===== src/rtl/bk_operand_feeder.sv =====
// Operand feeder for the 12-bit Brent-Kung adder: FIFO-buffered operand pairs in, registered sums out.
// Optional carry flag (sticky_clr/carry_sticky) is built when BKF_STICKY_CARRY_EN is defined.
module bk_operand_feeder #(
  parameter int WIDTH = 12,
  parameter int DEPTH = 2
) (
  input  logic                 clk,
  input  logic                 rst_n,
  input  logic                 in_valid,
  output logic                 in_ready,
  input  logic [WIDTH-1:0]     in_a,
  input  logic [WIDTH-1:0]     in_b,
  output logic [2*WIDTH-1:0]   adder_in,
  input  logic [WIDTH:0]       adder_out,
  output logic                 out_valid,
  input  logic                 out_ready,
  output logic [WIDTH:0]       out_sum,
  output logic [15:0]          txn_count
`ifdef BKF_STICKY_CARRY_EN
  ,
  input  logic                 sticky_clr,
  output logic                 carry_sticky
`endif
);

  localparam int PW = (DEPTH > 1) ? $clog2(DEPTH) : 1;
  localparam int CW = $clog2(DEPTH + 1);

  logic [2*WIDTH-1:0] r_mem [DEPTH];
  logic [PW-1:0]      r_wr_ptr;
  logic [PW-1:0]      r_rd_ptr;
  logic [CW-1:0]      r_count;
  logic               r_in_ready;
  logic               r_out_valid;
  logic [WIDTH:0]     r_out_sum;
  logic [15:0]        r_txn_count;

  logic               w_empty;
  logic               w_push;
  logic               w_capture;
  logic               w_consume;
  logic [CW-1:0]      w_count_nxt;
  logic [2*WIDTH-1:0] w_head;

  function automatic logic [2*WIDTH-1:0] interleave(input logic [WIDTH-1:0] a,
                                                    input logic [WIDTH-1:0] b);
    logic [2*WIDTH-1:0] r;
    r = '0;
    for (int i = 0; i < WIDTH; i++) begin
      r[2*i]   = a[i];
      r[2*i+1] = b[i];
    end
    return r;
  endfunction

  assign w_empty   = (r_count == '0);
  assign w_push    = in_valid & r_in_ready;
  assign w_capture = !w_empty & (!r_out_valid | out_ready);
  assign w_consume = r_out_valid & out_ready;
  assign w_head    = r_mem[r_rd_ptr];

  // Occupancy after this edge; push and pop together cancel out.
  always_comb begin
    w_count_nxt = r_count;
    case ({w_push, w_capture})
      2'b10:   w_count_nxt = r_count + CW'(1);
      2'b01:   w_count_nxt = r_count - CW'(1);
      default: w_count_nxt = r_count;
    endcase
  end

  // Adder operands come straight from the head slot, zeroed when nothing is buffered.
  always_comb begin
    if (w_empty) begin
      adder_in = '0;
    end else begin
      adder_in = interleave(w_head[2*WIDTH-1:WIDTH], w_head[WIDTH-1:0]);
    end
  end

  // Operand storage.
  always_ff @(posedge clk or negedge rst_n) begin
    if (!rst_n) begin
      for (int i = 0; i < DEPTH; i++) begin
        r_mem[i] <= '0;
      end
    end else if (w_push) begin
      r_mem[r_wr_ptr] <= {in_a, in_b};
    end else begin
      r_mem[r_wr_ptr] <= r_mem[r_wr_ptr];
    end
  end

  // Pointers, occupancy and the registered full decode. in_ready stays low until
  // the first edge after reset release because it is loaded only on clock edges.
  always_ff @(posedge clk or negedge rst_n) begin
    if (!rst_n) begin
      r_wr_ptr   <= '0;
      r_rd_ptr   <= '0;
      r_count    <= '0;
      r_in_ready <= 1'b0;
    end else begin
      if (w_push) begin
        r_wr_ptr <= r_wr_ptr + PW'(1);
      end else begin
        r_wr_ptr <= r_wr_ptr;
      end
      if (w_capture) begin
        r_rd_ptr <= r_rd_ptr + PW'(1);
      end else begin
        r_rd_ptr <= r_rd_ptr;
      end
      r_count    <= w_count_nxt;
      r_in_ready <= (w_count_nxt != CW'(DEPTH));
    end
  end

  // Result register: capture wins over consume so back-to-back results keep out_valid high.
  always_ff @(posedge clk or negedge rst_n) begin
    if (!rst_n) begin
      r_out_valid <= 1'b0;
      r_out_sum   <= '0;
    end else if (w_capture) begin
      r_out_valid <= 1'b1;
      r_out_sum   <= adder_out;
    end else if (w_consume) begin
      r_out_valid <= 1'b0;
      r_out_sum   <= r_out_sum;
    end else begin
      r_out_valid <= r_out_valid;
      r_out_sum   <= r_out_sum;
    end
  end

  // Consumed-result counter, wraps naturally at 16 bits.
  always_ff @(posedge clk or negedge rst_n) begin
    if (!rst_n) begin
      r_txn_count <= 16'h0000;
    end else if (w_consume) begin
      r_txn_count <= r_txn_count + 16'h0001;
    end else begin
      r_txn_count <= r_txn_count;
    end
  end

`ifdef BKF_STICKY_CARRY_EN
  logic r_carry_sticky;

  // Set has priority over clear so a carry captured during a clear is not lost.
  always_ff @(posedge clk or negedge rst_n) begin
    if (!rst_n) begin
      r_carry_sticky <= 1'b0;
    end else if (w_capture & adder_out[WIDTH]) begin
      r_carry_sticky <= 1'b1;
    end else if (sticky_clr) begin
      r_carry_sticky <= 1'b0;
    end else begin
      r_carry_sticky <= r_carry_sticky;
    end
  end

  assign carry_sticky = r_carry_sticky;
`endif

  assign in_ready  = r_in_ready;
  assign out_valid = r_out_valid;
  assign out_sum   = r_out_sum;
  assign txn_count = r_txn_count;

endmodule


===== config.mk =====
export PLATFORM = sky130hd
export DESIGN_NAME = bk_operand_feeder
export DESIGN_NICKNAME = d
export VERILOG_FILES = /design/src/rtl/bk_operand_feeder.sv
export SDC_FILE = /design/constraint.sdc
export NUM_CORES = 1
export LEC_CHECK = 0
export BUFFER_PORTS_ARGS = -buffer_cell sky130_fd_sc_hd__buf_2
export CORE_ASPECT_RATIO = 2
export CORE_MARGIN = 2
export CORE_UTILIZATION = 50
export CTS_CLUSTER_DIAMETER = 60
export CTS_CLUSTER_SIZE = 40
export DETAILED_ROUTE_END_ITERATION = 7
export HOLD_SLACK_MARGIN = 0.05
export MAX_ROUTING_LAYER = met4
export PLACE_DENSITY = 0.76
export SYNTH_ARGS = -nofsm -noshare
export SYNTH_HDL_FRONTEND = slang
export SYNTH_SLANG_ARGS = --single-unit

===== constraint.sdc =====
create_clock -name clk -period 2 [get_ports clk]
set_input_delay 0.1 -clock clk [delete_from_list [all_inputs] [get_ports clk]]
set_output_delay 0.1 -clock clk [all_outputs]
set_load 0.02 [all_outputs]

# After elaboration in Yosys (flattened, before gate mapping)
# Cells that the tools add are included.
# totals
regBits	83
latch_bits	0
mem_bits_rw	0
rom_bits	0
output_inout_bits	55
wordCells	46
mem_count	0
# op_classes
n_addsub	5
n_mul	0
n_div	0
magnitude_cmp	3
eq_ne	3
shifts	0
mux	15
n_bitwise	6
reduce_logical	5
# ops
op	count
2-to-1 mux 24 bit	8
bitwise mux 48 bit	2
2-to-1 mux 48 bit	1
demux 24 bit (select 1 bit)	1
adder 16 x 1 -> 16 bit, second input constant	1
greater-or-equal comparator 2 bit, second input constant	2
NOT 1 -> 2 bit	2
case mux 2 bit (2 select lines)	1
bitwise AND 1 bit	3
adder 1 bit, second input constant	2
adder 2 x 1 -> 2 bit, second input constant	1
equality test 2 x 1 -> 1 bit, second input constant	1
equality test 2 bit, second input constant	1
zero test 1 bit	2
zero test 2 bit	1
less-than comparator 2 x 1 -> 1 bit, second input constant	1
2-to-1 mux 1 bit	2
inequality test 2 bit, second input constant	1
nonzero test 2 bit	1
subtractor 2 x 1 -> 2 bit, second input constant	1
logical AND 1 bit	1
bitwise OR 1 bit	1

# Longest topological paths before layout
# depth
word_depth	7
ltp_mapped	8

# Worst setup path before layout
# OpenSTA, ideal clock, no wires.
# synth_path
path_type	register -> register
startpoint	register r_out_valid (netlist: out_valid)
endpoint	register r_in_ready (netlist: in_ready)
arrival_time_ns	1.631
t_required_ns	1.876
path_slack_ns	0.244
path_stages_with_launch	7
path_buffers	1
synth_period_minus_slack_ns	1.756
cell_sequence	dfrtp_1 a21oi_2 buf_2 ha_1 nor2_1 xor2_1 nand2_1
# synth_via
elab_chain_cells	6
elab_cells_between_ends	7
cone_classes	3 x eq/ne; 1 x mux; 2 x bitwise; 1 x reduce/logical
# synth_rtl
item	line	text
start, declared	34	logic r_out_valid;
start signal, assigned	130	r_out_valid <= r_out_valid;
zero test 1 bit (*)	58	assign w_capture = !w_empty & (!r_out_valid | out_ready);
bitwise OR 1 bit (*)	58	
bitwise AND 1 bit (*)	58	
via w_capture	40	logic w_capture;
equality test 2 x 1 -> 1 bit / equality test 2 bit (equally long branches)	65	case ({w_push, w_capture})
case mux 2 bit (2 select lines) (*)	65	
via w_count_nxt[1]	42	logic [CW-1:0] w_count_nxt;
inequality test 2 bit (*)	114	r_in_ready <= (w_count_nxt != CW'(DEPTH));
end signal, assigned	114	
end, declared	33	logic r_in_ready;
# Mark *: on every way through the listed nets, which the timed path passes. The rest lies on a longest branch.
# A chain may end at the register's enable or synchronous reset.

# Final worst setup path
# layout_path
startpoint	register r_count[0]
endpoint	output port adder_in[12]
# layout_via
elab_chain_cells	2
# layout_rtl
item	line	text
start, declared	32	logic [CW-1:0] r_count;
start signal, assigned	113	r_count <= w_count_nxt;
zero test 2 bit	56	assign w_empty = (r_count == '0);
2-to-1 mux 24 bit	74	if (w_empty) begin
end, declared	13	output logic [2*WIDTH-1:0] adder_in,
# No other way between the ends.

==> metrics <==
status finished, final reports clean; Syn Std Cell Area 0.003565 mm2; Setup Buffers After CTS 0; Comb power frac 44.3%; nets 450; vias in the first global route 2710; WL per Instance 15.32 um; PwrDens 1691 mW/mm2; Core Rows 43; IO buf count 95; via-per-instance ratio 5.080; WP data arrival 1520 ps; RSZ-0062 raised after global routing false; P_sw 0.003065 W; first-pass GRT wire length 12400 um; post-detailed-route count of antenna-violating nets 0; clock slew at reported path FFs 60 ps; Finish-stage setup viols 0; crit path to adder_in[12]; max_cap viols 0; TritonRoute pass-1 iters 4; CTS tree yes; total number of vias 2550; Area growth, synth to finish 36.68%; Flop pwr share 35.1%; Clock Path Buffers 2; Distinct cells, synth 24; yosys warns 0; worst skew pair latency 330 ps; VDD IR-drop max 0.9915 mV; Worst-Margin Slew 535.6 ps; Finished Core Util 70.20%; Fin Clk Skew 4.070 ps; H-tree Lvls 3; RePlAce Congestion 0.7459; post-DP HPWL 5015 um; Core ar. 0.006940 mm2; CTS root buffer clkbuf_16; CTS Sinks 83; Crit Path Class flop to output pin; filler instances 499; DR DRC count 0; Worst R2R Setup Slack 430 ps; #FFs+latches synth 83; IO Count 96; clock power share 20.6%; cell count after synthesis 266; Sw Ratio 37.19%; Tot GR Track Use 21.47%; Reg2Reg Depth 5; final max-slew violation count 0; CP Data Required Time 1900 ps; min Tclk post-route 1623 ps; period utilisation layout 81.14%; mean post-synth cell area 13.40 um2; total power 0.008241 W; starting density of the core 51.36%; DRT iter0 DRCs 87; worst min-delay path category input port to flop; Die W 63.71 um; Routed Wire Length 7689 um; FMAX 616.2 MHz; hold_buf cts 39; TritonCTS buffer count 9; internal power 0.005176 W; worst r2r dst txn_count[14]; syn_nets 309; layout cell share with drive strength beyond 1 44.66%; Critical Path Fanout Max 25; antenna violations before repair 0; Setup crit start r_count[0]; Vert. Die Dim 123.4 um; grt ovf 0; largest net degree at the start of global routing 51; Pleak 2.382 nW; relative slew slack 64.02%; Die ar. 0.007862 mm2; crit start category flop; final setup TNS 0 ps; ANT cells 0; Final Hold Viols 0; CP endpoint kind output pin; FF-to-FF Start txn_count[0]; Gates resized, CTS repair 0; sequential area share after synthesis 58.27%
==> cell usage in the layout, fill, tap and decap left out, drive strengths merged <==
cell         instances
dlygate4sd3         39
or3                  1
clkbuf              11
nor3                 2
xor2                 9
bufinv               2
ha                   2
and4                 1
nand2               11
a21oi                1
nand3                6
nor2                32
xnor2               10
inv                  3
mux2                62
and3                 1
dfrtp               83
or2                  1
nand4                4
mux2i               24
clkinv               2
o21ai                1
buf                103
clkinvlp             1
==> layer usage <==
metal	wire length [um]	global-route usage, %	vias up	share of wire (%)
met3	321	4.732	23	4.2
li1	-	-	1189	-
met1	2764	21.18	1266	36
met2	4339	38.49	72	56
met4	263	11.96	0	3.4
met5	0	-	-	0
==> cell usage after synthesis, drive strengths merged <==
| library cell | instances | share of area (%) |
|---|---|---|
| xnor2 | 10 | 2.5 |
| clkbuf | 3 | 0.32 |
| buf | 9 | 1.6 |
| nor2 | 32 | 3.4 |
| mux2i | 24 | 6.7 |
| o21ai | 1 | 0.14 |
| ha | 2 | 0.70 |
| dfrtp | 83 | 58 |
| xor2 | 9 | 2.2 |
| mux2 | 62 | 20 |
| or3 | 1 | 0.18 |
| nand3 | 6 | 0.84 |
| a21oi | 1 | 0.25 |
| nand4 | 4 | 0.70 |
| nor3 | 2 | 0.42 |
| and3 | 1 | 0.18 |
| nand2 | 11 | 1.2 |
| and4 | 1 | 0.25 |
| inv | 3 | 0.32 |
| or2 | 1 | 0.18 |
==> area by class of cell <==
type | instances | area [um2] | share of cell area (%)
clock buffers | 11 | 232.7 | 4.777
flip-flops and latches | 83 | 2077 | 42.63
multi-input cells | 168 | 1408 | 28.89
clock inverters | 5 | 77.57 | 1.592
inverters | 3 | 11.26 | 0.2311
well taps | 90 | 112.6 | 2.311
repair buffers | 142 | 953.4 | 19.57
==> sequential cells by signal, indices dropped and copies added, names as in the netlist <==
name	flops
r_count	2
r_wr_ptr	1
r_rd_ptr	1
out_valid	1
r_mem	48
txn_count	16
out_sum	13
in_ready	1
==> critical path, stage by stage, from the launching register on <==
cell	delay [ps]
dfrtp_1	420
nor2_2	150
buf_4	330
nor2_1	120
buf_2	170
==> stage by stage <==
stage          cells  hold WS (ps)  setup slack (ps)  area, um2
6_report         502         93.55             377.3       4872
5_1_grt          502         123.6             322.1       4872
4_1_cts          502         84.19             372.2       4872
3_5_place_dp     447         83.51             465.1       4172
3_3_place_gp     447         78.25             512.7       4172
2_1_floorplan    266        -195.6             244.5       3565
==> cell families (layout without fill, tap and decap cells) <==
logic type | Yosys count | after routing | share of synthesized area, %
AOI/OAI and AO/OA | 2 | 2 | 0.3860
xor gates and xnor gates | 19 | 19 | 4.668
adders and majority gates | 2 | 2 | 0.7019
buffers and inverters | 15 | 161 | 2.246
DFF | 83 | 83 | 58.27
muxes | 86 | 86 | 26.33
and+or+nand+nor | 59 | 59 | 7.407
==> power by group through the flow <==
stage | Sequential, W | Clock [W] | Combinational, W
after detailed placement | 0.00290 | 0 | 0.00360
after global placement | 0.00285 | 0 | 0.00351
after floorplan | 0.00307 | 0 | 0.00230
after CTS | 0.00288 | 0.00174 | 0.00368
final | 0.00289 | 0.00170 | 0.00365
after global routing | 0.00297 | 0.00181 | 0.00392
==> how the worst min path moves through the flow <==
stage | start | endpoint | slack, ps | cells after the start
after floorplan | rst_n | in_ready | -200 | 0
after global placement | rst_n | out_sum[5] | 80 | 1
after detailed placement | rst_n | out_sum[5] | 80 | 1
after CTS | in_valid | r_wr_ptr | 80 | 4
after global routing | in_valid | r_wr_ptr | 120 | 4
final | in_valid | r_wr_ptr | 90 | 4
Power figures use the tool's default switching activity.
